--- src/rtl/cpu_types_pkg.sv ---
// -----------------------------------------------------------------------------
// cpu_types_pkg
// Shared CPU-wide types. Only the RAM handshake state is needed by the arbiter.
//   ramstate_t : FREE (idle), BUSY (access in progress), ACCESS (word done),
//                ERROR (access failed).
// -----------------------------------------------------------------------------
package cpu_types_pkg;

  typedef enum logic [1:0] {
    FREE   = 2'd0,
    BUSY   = 2'd1,
    ACCESS = 2'd2,
    ERROR  = 2'd3
  } ramstate_t;

endpackage : cpu_types_pkg

--- src/rtl/ram_arbiter_pkg.sv ---
// -----------------------------------------------------------------------------
// ram_arbiter_pkg
// Types and constants shared by the RAM arbiter files.
//   arb_state_t : IDLE (no owner), WORD0 (first word), WORD1 (burst 2nd word)
//   WORD_BYTES  : byte stride between the two words of a burst
// ramstate_t comes from cpu_types_pkg and is imported alongside this package.
// -----------------------------------------------------------------------------
package ram_arbiter_pkg;

  typedef enum logic [1:0] {
    IDLE  = 2'd0,
    WORD0 = 2'd1,
    WORD1 = 2'd2
  } arb_state_t;

  localparam int unsigned WORD_BYTES = 4;

endpackage : ram_arbiter_pkg

--- src/rtl/ram_arbiter_if.sv ---
// -----------------------------------------------------------------------------
// ram_arbiter_if
// Bundles the per-requester bus and the single RAM port around the arbiter.
//   Requester side : req_ren/req_wen/req_burst/req_addr/req_store in,
//                    req_wait/req_word/req_load/req_err/grant out
//   RAM side       : ramREN/ramWEN/ramaddr/ramstore out, ramload/ramstate in
// Modports:
//   slave  : the arbiter itself
//   master : the environment (requesters plus RAM model)
// -----------------------------------------------------------------------------
interface ram_arbiter_if #(
  parameter int NREQ   = 4,
  parameter int WORD_W = 32
);
  import cpu_types_pkg::*;

  logic [NREQ-1:0]             req_ren;
  logic [NREQ-1:0]             req_wen;
  logic [NREQ-1:0]             req_burst;
  logic [NREQ-1:0][WORD_W-1:0] req_addr;
  logic [NREQ-1:0][WORD_W-1:0] req_store;
  logic [NREQ-1:0]             req_wait;
  logic                        req_word;
  logic [WORD_W-1:0]           req_load;
  logic [NREQ-1:0]             req_err;
  logic [NREQ-1:0]             grant;

  logic                        ramREN;
  logic                        ramWEN;
  logic [WORD_W-1:0]           ramaddr;
  logic [WORD_W-1:0]           ramstore;
  logic [WORD_W-1:0]           ramload;
  ramstate_t                   ramstate;

  modport slave (
    input  req_ren, req_wen, req_burst, req_addr, req_store, ramload, ramstate,
    output req_wait, req_word, req_load, req_err, grant,
           ramREN, ramWEN, ramaddr, ramstore
  );

  modport master (
    output req_ren, req_wen, req_burst, req_addr, req_store, ramload, ramstate,
    input  req_wait, req_word, req_load, req_err, grant,
           ramREN, ramWEN, ramaddr, ramstore
  );

endinterface : ram_arbiter_if

--- src/rtl/rr_pick.sv ---
// -----------------------------------------------------------------------------
// rr_pick
// Combinational round-robin picker. Searches req_i starting at index ptr_i,
// then ptr_i+1, ... modulo NREQ, and returns the first hit one-hot.
//   req_i   : request vector
//   ptr_i   : search start index (0..NREQ-1)
//   gnt_o   : one-hot winner, 0 when nothing is requesting
//   valid_o : any request present
// -----------------------------------------------------------------------------
module rr_pick #(
  parameter int NREQ  = 4,
  parameter int PTR_W = (NREQ > 1) ? $clog2(NREQ) : 1
) (
  input  logic [NREQ-1:0]  req_i,
  input  logic [PTR_W-1:0] ptr_i,
  output logic [NREQ-1:0]  gnt_o,
  output logic             valid_o
);

  logic [NREQ-1:0] rot;
  logic [NREQ-1:0] pick;

  // Rotate right so the pointer lands on bit 0; works for any NREQ because
  // ptr_i < NREQ and the doubled vector supplies the wrapped bits.
  assign rot  = NREQ'({req_i, req_i} >> ptr_i);
  // Isolate the lowest set bit: first requester at or after the pointer.
  assign pick = rot & (~rot + {{(NREQ-1){1'b0}}, 1'b1});
  // Rotate the one-hot pick back into requester numbering.
  assign gnt_o   = NREQ'(({pick, pick} << ptr_i) >> NREQ);
  assign valid_o = |req_i;

endmodule : rr_pick

--- src/rtl/ram_arbiter.sv ---
// -----------------------------------------------------------------------------
// ram_arbiter
// Round-robin arbiter sharing one RAM port among NREQ requesters. Each
// requester issues a single-word or two-word (addr, addr+4) read or write;
// the granted requester's words are sequenced through the ramstate handshake.
//   CLK, nRST : clock (rising edge), asynchronous active-low reset
//   bus       : ram_arbiter_if.slave -- requester bus and RAM port
// Configuration macro:
//   RAM_ARB_WRITE_PRIO_EN : when defined, pending writes win arbitration over
//                           reads (round-robin within the write set first).
// -----------------------------------------------------------------------------
module ram_arbiter
  import cpu_types_pkg::*;
  import ram_arbiter_pkg::*;
#(
  parameter int NREQ   = 4,
  parameter int WORD_W = 32
) (
  input  logic          CLK,
  input  logic          nRST,
  ram_arbiter_if.slave  bus
);

  localparam int PTR_W = $clog2(NREQ);

  arb_state_t        state_q;
  logic [PTR_W-1:0]  owner_q;
  logic [PTR_W-1:0]  rr_ptr_q;
  logic [PTR_W-1:0]  rr_ptr_d;
  logic [NREQ-1:0]   grant_q;
  logic              is_write_q;
  logic              burst_q;

  logic [NREQ-1:0]   active;
  logic [NREQ-1:0]   win;
  logic              win_valid;
  logic [PTR_W-1:0]  win_idx;
  logic              owner_live;
  logic              drive;
  logic [WORD_W-1:0] cur_addr;

  logic              ram_ren;
  logic              ram_wen;
  logic [WORD_W-1:0] ram_addr;
  logic [WORD_W-1:0] ram_store;
  logic [NREQ-1:0]   wait_n;
  logic [NREQ-1:0]   err;
  logic [WORD_W-1:0] load;

  assign active = bus.req_ren | bus.req_wen;

`ifdef RAM_ARB_WRITE_PRIO_EN
  logic [NREQ-1:0] wr_gnt;
  logic [NREQ-1:0] all_gnt;
  logic            wr_valid;
  logic            all_valid;

  rr_pick #(.NREQ(NREQ), .PTR_W(PTR_W)) u_pick_wr (
    .req_i   (bus.req_wen),
    .ptr_i   (rr_ptr_q),
    .gnt_o   (wr_gnt),
    .valid_o (wr_valid)
  );

  rr_pick #(.NREQ(NREQ), .PTR_W(PTR_W)) u_pick_all (
    .req_i   (active),
    .ptr_i   (rr_ptr_q),
    .gnt_o   (all_gnt),
    .valid_o (all_valid)
  );

  // Reads are only considered when no write is pending.
  assign win       = wr_valid ? wr_gnt : all_gnt;
  assign win_valid = all_valid;
`else
  rr_pick #(.NREQ(NREQ), .PTR_W(PTR_W)) u_pick_all (
    .req_i   (active),
    .ptr_i   (rr_ptr_q),
    .gnt_o   (win),
    .valid_o (win_valid)
  );
`endif

  always_comb begin
    win_idx = '0;
    for (int i = 0; i < NREQ; i++) begin
      if (win[i]) win_idx = PTR_W'(i);
    end
  end

  // Pointer moves just past the owner when its transaction ends.
  assign rr_ptr_d = (owner_q == PTR_W'(NREQ - 1)) ? '0 : owner_q + PTR_W'(1);

  // Owner dropping both ren and wen aborts the transaction this very cycle.
  assign owner_live = active[owner_q];
  assign drive      = (state_q != IDLE) && owner_live;
  assign cur_addr   = bus.req_addr[owner_q];

  // NOTE: every output gets a default first so no path through the block
  // leaves a value unassigned, which would otherwise infer a latch.
  always_comb begin
    ram_ren   = 1'b0;
    ram_wen   = 1'b0;
    ram_addr  = '0;
    ram_store = '0;
    wait_n    = '1;
    err       = '0;
    load      = '0;
    if (drive) begin
      ram_ren   = !is_write_q;
      ram_wen   = is_write_q;
      // The +4 wraps naturally in WORD_W bits.
      ram_addr  = (state_q == WORD1) ? cur_addr + WORD_W'(WORD_BYTES) : cur_addr;
      ram_store = bus.req_store[owner_q];
      if (bus.ramstate == ACCESS) begin
        wait_n = ~grant_q;
        load   = bus.ramload;
      end else if (bus.ramstate == ERROR) begin
        wait_n = ~grant_q;
        err    = grant_q;
      end
    end
  end

  // NOTE: sequential state uses non-blocking assignments so every register
  // samples pre-edge values regardless of statement order.
  always_ff @(posedge CLK or negedge nRST) begin
    if (!nRST) begin
      state_q    <= IDLE;
      owner_q    <= '0;
      rr_ptr_q   <= '0;
      grant_q    <= '0;
      is_write_q <= 1'b0;
      burst_q    <= 1'b0;
    end else begin
      case (state_q)
        IDLE: begin
          if (win_valid) begin
            state_q    <= WORD0;
            owner_q    <= win_idx;
            grant_q    <= win;
            is_write_q <= |(win & bus.req_wen);
            burst_q    <= |(win & bus.req_burst);
          end
        end
        WORD0, WORD1: begin
          if (!owner_live) begin
            state_q  <= IDLE;
            grant_q  <= '0;
            rr_ptr_q <= rr_ptr_d;
          end else if (bus.ramstate == ACCESS && state_q == WORD0 && burst_q) begin
            state_q <= WORD1;
          end else if (bus.ramstate == ACCESS || bus.ramstate == ERROR) begin
            // Completion, or an error that cancels any remaining word.
            state_q  <= IDLE;
            grant_q  <= '0;
            rr_ptr_q <= rr_ptr_d;
          end
        end
        default: begin
          state_q <= IDLE;
          grant_q <= '0;
        end
      endcase
    end
  end

  assign bus.ramREN   = ram_ren;
  assign bus.ramWEN   = ram_wen;
  assign bus.ramaddr  = ram_addr;
  assign bus.ramstore = ram_store;
  assign bus.req_wait = wait_n;
  assign bus.req_err  = err;
  assign bus.req_load = load;
  assign bus.req_word = (state_q == WORD1);
  assign bus.grant    = grant_q;

endmodule : ram_arbiter
--- src/flat_wrapper.sv ---
// flat-port wrapper written by rule: the top's interface ports become plain ports
module ram_arbiter_flat import cpu_types_pkg::*; import ram_arbiter_pkg::*;
#(
  parameter int NREQ   = 4,
  parameter int WORD_W = 32
)
  (CLK, nRST, bus_req_ren, bus_req_wen, bus_req_burst, bus_req_addr, bus_req_store, bus_ramload, bus_ramstate, bus_req_wait, bus_req_word, bus_req_load, bus_req_err, bus_grant, bus_ramREN, bus_ramWEN, bus_ramaddr, bus_ramstore);
  ram_arbiter_if #(.NREQ(NREQ), .WORD_W(WORD_W)) bus_i ();
  input  logic CLK;
  input  logic nRST;
  input wire logic [$bits(bus_i.req_ren)-1:0] bus_req_ren;
  input wire logic [$bits(bus_i.req_wen)-1:0] bus_req_wen;
  input wire logic [$bits(bus_i.req_burst)-1:0] bus_req_burst;
  input wire logic [$bits(bus_i.req_addr)-1:0] bus_req_addr;
  input wire logic [$bits(bus_i.req_store)-1:0] bus_req_store;
  input wire logic [$bits(bus_i.ramload)-1:0] bus_ramload;
  input wire logic [$bits(bus_i.ramstate)-1:0] bus_ramstate;
  output wire logic [$bits(bus_i.req_wait)-1:0] bus_req_wait;
  output wire logic [$bits(bus_i.req_word)-1:0] bus_req_word;
  output wire logic [$bits(bus_i.req_load)-1:0] bus_req_load;
  output wire logic [$bits(bus_i.req_err)-1:0] bus_req_err;
  output wire logic [$bits(bus_i.grant)-1:0] bus_grant;
  output wire logic [$bits(bus_i.ramREN)-1:0] bus_ramREN;
  output wire logic [$bits(bus_i.ramWEN)-1:0] bus_ramWEN;
  output wire logic [$bits(bus_i.ramaddr)-1:0] bus_ramaddr;
  output wire logic [$bits(bus_i.ramstore)-1:0] bus_ramstore;
  assign bus_i.req_ren = bus_req_ren;
  assign bus_i.req_wen = bus_req_wen;
  assign bus_i.req_burst = bus_req_burst;
  assign bus_i.req_addr = bus_req_addr;
  assign bus_i.req_store = bus_req_store;
  assign bus_i.ramload = bus_ramload;
  assign bus_i.ramstate = bus_ramstate;
  assign bus_req_wait = bus_i.req_wait;
  assign bus_req_word = bus_i.req_word;
  assign bus_req_load = bus_i.req_load;
  assign bus_req_err = bus_i.req_err;
  assign bus_grant = bus_i.grant;
  assign bus_ramREN = bus_i.ramREN;
  assign bus_ramWEN = bus_i.ramWEN;
  assign bus_ramaddr = bus_i.ramaddr;
  assign bus_ramstore = bus_i.ramstore;
  ram_arbiter #(.NREQ(NREQ), .WORD_W(WORD_W)) u_core (.CLK(CLK), .nRST(nRST), .bus(bus_i));
endmodule
--- config.mk ---
export PLATFORM = sky130hd
export DESIGN_NAME = ram_arbiter_flat
export DESIGN_NICKNAME = d
export VERILOG_FILES = /design/src/rtl/cpu_types_pkg.sv /design/src/rtl/ram_arbiter_pkg.sv /design/src/rtl/ram_arbiter_if.sv /design/src/rtl/rr_pick.sv /design/src/rtl/ram_arbiter.sv /design/src/flat_wrapper.sv
export SDC_FILE = /design/constraint.sdc
export NUM_CORES = 1
export LEC_CHECK = 0
export ABC_AREA = 1
export CELL_PAD_IN_SITES_DETAIL_PLACEMENT = 1
export CELL_PAD_IN_SITES_GLOBAL_PLACEMENT = 1
export CORE_AREA = 2 2 162 164
export CTS_BUF_LIST = sky130_fd_sc_hd__clkbuf_4 sky130_fd_sc_hd__clkbuf_8
export DETAILED_ROUTE_END_ITERATION = 12
export DIE_AREA = 0 0 164 166
export GPL_TIMING_DRIVEN = 0
export HOLD_SLACK_MARGIN = 0.08
export MAX_ROUTING_LAYER = met4
export PLACE_DENSITY = 0.95
export SLEW_MARGIN = 20
export SYNTH_ARGS = -nofsm -noshare
export SYNTH_HDL_FRONTEND = slang
export SYNTH_HIERARCHICAL = 1
export SYNTH_SLANG_ARGS = --single-unit
--- constraint.sdc ---
create_clock -name CLK -period 4.5 [get_ports CLK]
set_input_delay 1.35 -clock CLK [delete_from_list [all_inputs] [get_ports CLK]]
set_output_delay 1.35 -clock CLK [all_outputs]
set_load 0.05 [all_outputs]
==> impl_metrics.toml <==
[status]
status = "complete, but fails checks"
violations = "negative setup slack"

[place]
io_buffers = 414
hpwlAfterDp_um = 32060
place_congestion = 0.9275
dpl_worst_slack_ns = -1.209
place_inst = 1835

[cts]
cts_tree = "built"
clock_tree.buffer_depth = 2
clk_pin_slew_ns = 0.05
root_buffer = "clkbuf_8"
clk_latency_ns = 0.24
clock-sinks = 12
htree_levels = 1
cts_hold_buf = 0
numCtsBuffers = 3

[grt]
busiest_layer = "met2"
use_met2_pct = 50.37
grt_pass1_vias = 9364
grt_pass1_wl_um = 55100
grt_usage_pct = 27.42
overflow = 0
use_met1_pct = 29.40
antenna_found_initial = 20
use_met3_pct = 5.569
grt_max_degree = 13

[drt]
via_per_inst = 4.896
drcViolationCount = 0
wl_um = 39810
drtPass1Iterations = 5
ant_nets = 0
dr_total_vias = 9268
first_iter_violations = 421
routedWlPerCell_um = 21.03

[power_and_ir_drop]
p_leak_nw = 5.179
cellPowerDensity_nw_per_um2 = 703.8
ir_worst_vdd_mv = 0.4507

[floorplanning]
fp.dieArea_um2 = 27220
rows = 59
die_w_um = 164
start_util_pct = 19.40
io_pins = 415
die_h_um = 166
core_area_um2 = 25620

[worst_setup_path]
worst_ep_arrival_time_ns = 3.17
worst-r2r-setup-slack_ns = 2.10
cp-start-kind = "primary input"
worstReg2RegStart = "u_core/owner_q[0]$_DFFE_PN0P_"
worstSetupPathType = "in -> out"
end_kind = "output port"
r2r_cells = 11
startpoint = "bus_req_addr[16]"
worst-path-max-fanout = 3
endpoint = "bus_ramaddr[19]"
critPathRequiredTime_ns = 3.15
r2r-end = "u_core/bus.grant[2]$_DFFE_PN0P_"

[sta]
timing.fmax_mhz = 221.4
fin_skew_ns = 0.003058
final.setup.worst_slack_ns = -0.01671
rsz0062_at_grt = "true"
hold_violations = 0
finalCritPeriodShare_pct = 100.4
finalSetupViolCount = 1
slew_violations = 0
max-slew-margin-rel_pct = 36.20
worst_pin_slew_ns = 0.9570
whs_ns = 0.5131
layout_min_cycle_time_ns = 4.517

[cells_and_area]
mostFrequentLayoutCells = "nand2_1, clkdlybuf4s50_1, nor2_1, o21ai_0, nand3_1"
final_common_cell = "nand2_1"
area_growth_pct = 121.9
num-nets-final = 1850
finalNonFillerCells = 1893
drive_above_1_share_pct = 28.63

[worst_hold_path]
holdCritPathClass = "reg -> reg"

[yosys]
syn_nets = 1397
syn_area_um2 = 4969
ys_types = 31
netlist_instances = 1086
yosys_register_bits = 12
yosys.area.top_type_share_pct = 29.09
synthTopCellsByArea = "nand2_1, nor2_1, nand3_1"
yosys.area.top_type = "nand2_1"
ys_warn_count = 6
avgSynthCellArea_um2 = 4.575
seq_area_frac_synth_pct = 6.044

[flow_run]
maxCapViolCount = 0
[state kept, by name (all words and copies together) (netlist names)]
name and flops:
u_core/bus.grant 4, u_core/is_write_q 1, u_core/burst_q 1, u_core/state_q 2, u_core/rr_ptr_q 2, u_core/owner_q 2
[worst min path at each step]
stage / startpoint / to / slack [ns] / depth (start not counted)
after global routing: u_core/rr_ptr_q[0]$_DFFE_PN0P_ / u_core/rr_ptr_q[0]$_DFFE_PN0P_ / 0.54 / 2
final: u_core/rr_ptr_q[0]$_DFFE_PN0P_ / u_core/rr_ptr_q[0]$_DFFE_PN0P_ / 0.51 / 2
after detailed placement: u_core/rr_ptr_q[0]$_DFFE_PN0P_ / u_core/rr_ptr_q[0]$_DFFE_PN0P_ / 0.51 / 2
after global placement: u_core/rr_ptr_q[0]$_DFFE_PN0P_ / u_core/rr_ptr_q[0]$_DFFE_PN0P_ / 0.49 / 2
after CTS: u_core/rr_ptr_q[0]$_DFFE_PN0P_ / u_core/rr_ptr_q[0]$_DFFE_PN0P_ / 0.52 / 2
after floorplan: u_core/rr_ptr_q[0]$_DFFE_PN0P_ / u_core/rr_ptr_q[0]$_DFFE_PN0P_ / 0.47 / 2
[Yosys cell counts]
master,instances
nand3b_1,1
or2_2,1
and2_1,1
buf_6,7
nor3_1,15
buf_1,2
nand2_1,385
or4_1,1
o21ai_0,87
o21ai_1,3
nand3_1,113
nor3b_1,1
buf_2,26
ha_1,7
nor2_2,11
a21oi_1,48
nand4_1,4
inv_4,1
inv_1,59
nand2_2,6
nor2_1,250
dfrtp_1,12
o31ai_1,1
a41oi_1,2
nand3_2,6
buf_8,1
nor2_4,1
o22ai_1,2
clkbuf_1,26
buf_4,3
inv_2,3
[per-layer routing]
layer / wire length (um) / vias up
met4: 1519 / 0
met5: 0 / -
li1: - / 4392
met3: 2894 / 77
met2: 20650 / 406
met1: 14750 / 4393
[critical path, stage by stage]
cell and delay [ns]:
clkdlybuf4s50_1 0.49, nand2_2 0.07, nand2_2 0.08, nand2_1 0.08, nand2_2 0.17, nand2_4 0.08
nor2_4 0.14, nand2_1 0.09, inv_2 0.07, nand2_1 0.08, nand2_1 0.08, nand2_1 0.07
nor2_2 0.12, buf_6 0.17
[where the power goes]
| part | internal [mW] | total (mW) | switching, mW |
|---|---|---|---|
| Combinational | 2.40 | 7.46 | 5.07 |
| Sequential | 0.155 | 0.201 | 0.0457 |
| Clock | 0.0586 | 0.0940 | 0.0354 |
[area by class of cell]
cell class,count,area [um^2]
tap,335,419.2
timing repair buffer,449,4436
inverter,63,244.0
buffer,64,442.9
sequential,12,300.3
antenna,21,52.55
clock buffer,3,41.29
multi-input combinational,946,5090
fill,3371,14590
[per-stage QoR]
| stage | instance area, um^2 | total power, mW | utilization (%) | TNS (ns) |
|---|---|---|---|---|
| 3_3_place_gp | 9537 | 6.252 | 37.23 | -84.04 |
| 5_1_grt | 11020 | 8.239 | 43.03 | -0.8693 |
| 2_1_floorplan | 4974 | 4.062 | - | 0 |
| 4_1_cts | 9923 | 6.815 | 38.74 | -0.06548 |
| 6_report | 11030 | 7.760 | 43.04 | -0.01671 |
| 3_5_place_dp | 9537 | 6.338 | 37.23 | -87.22 |
[cell families (layout without fill, tap and decap cells)]
group           after synthesis  in the layout  synth area share [%]
compound gates              143            143                 14.66
other cells                   0             21                     0
flops                        12             12                 6.044
buf+inv                     128            579                 11.89
simple gates                796            796                 65.65
fa+ha+maj                     7              7                 1.763
[repair_timing]
item	4_1_cts	5_1_grt
pin swaps	27	78
gates cloned	0	4
setup buffers	13	18
resized for setup	746	315
setup endpoints to repair	106	105
Note: power is estimated with default switching activity, not from simulation.
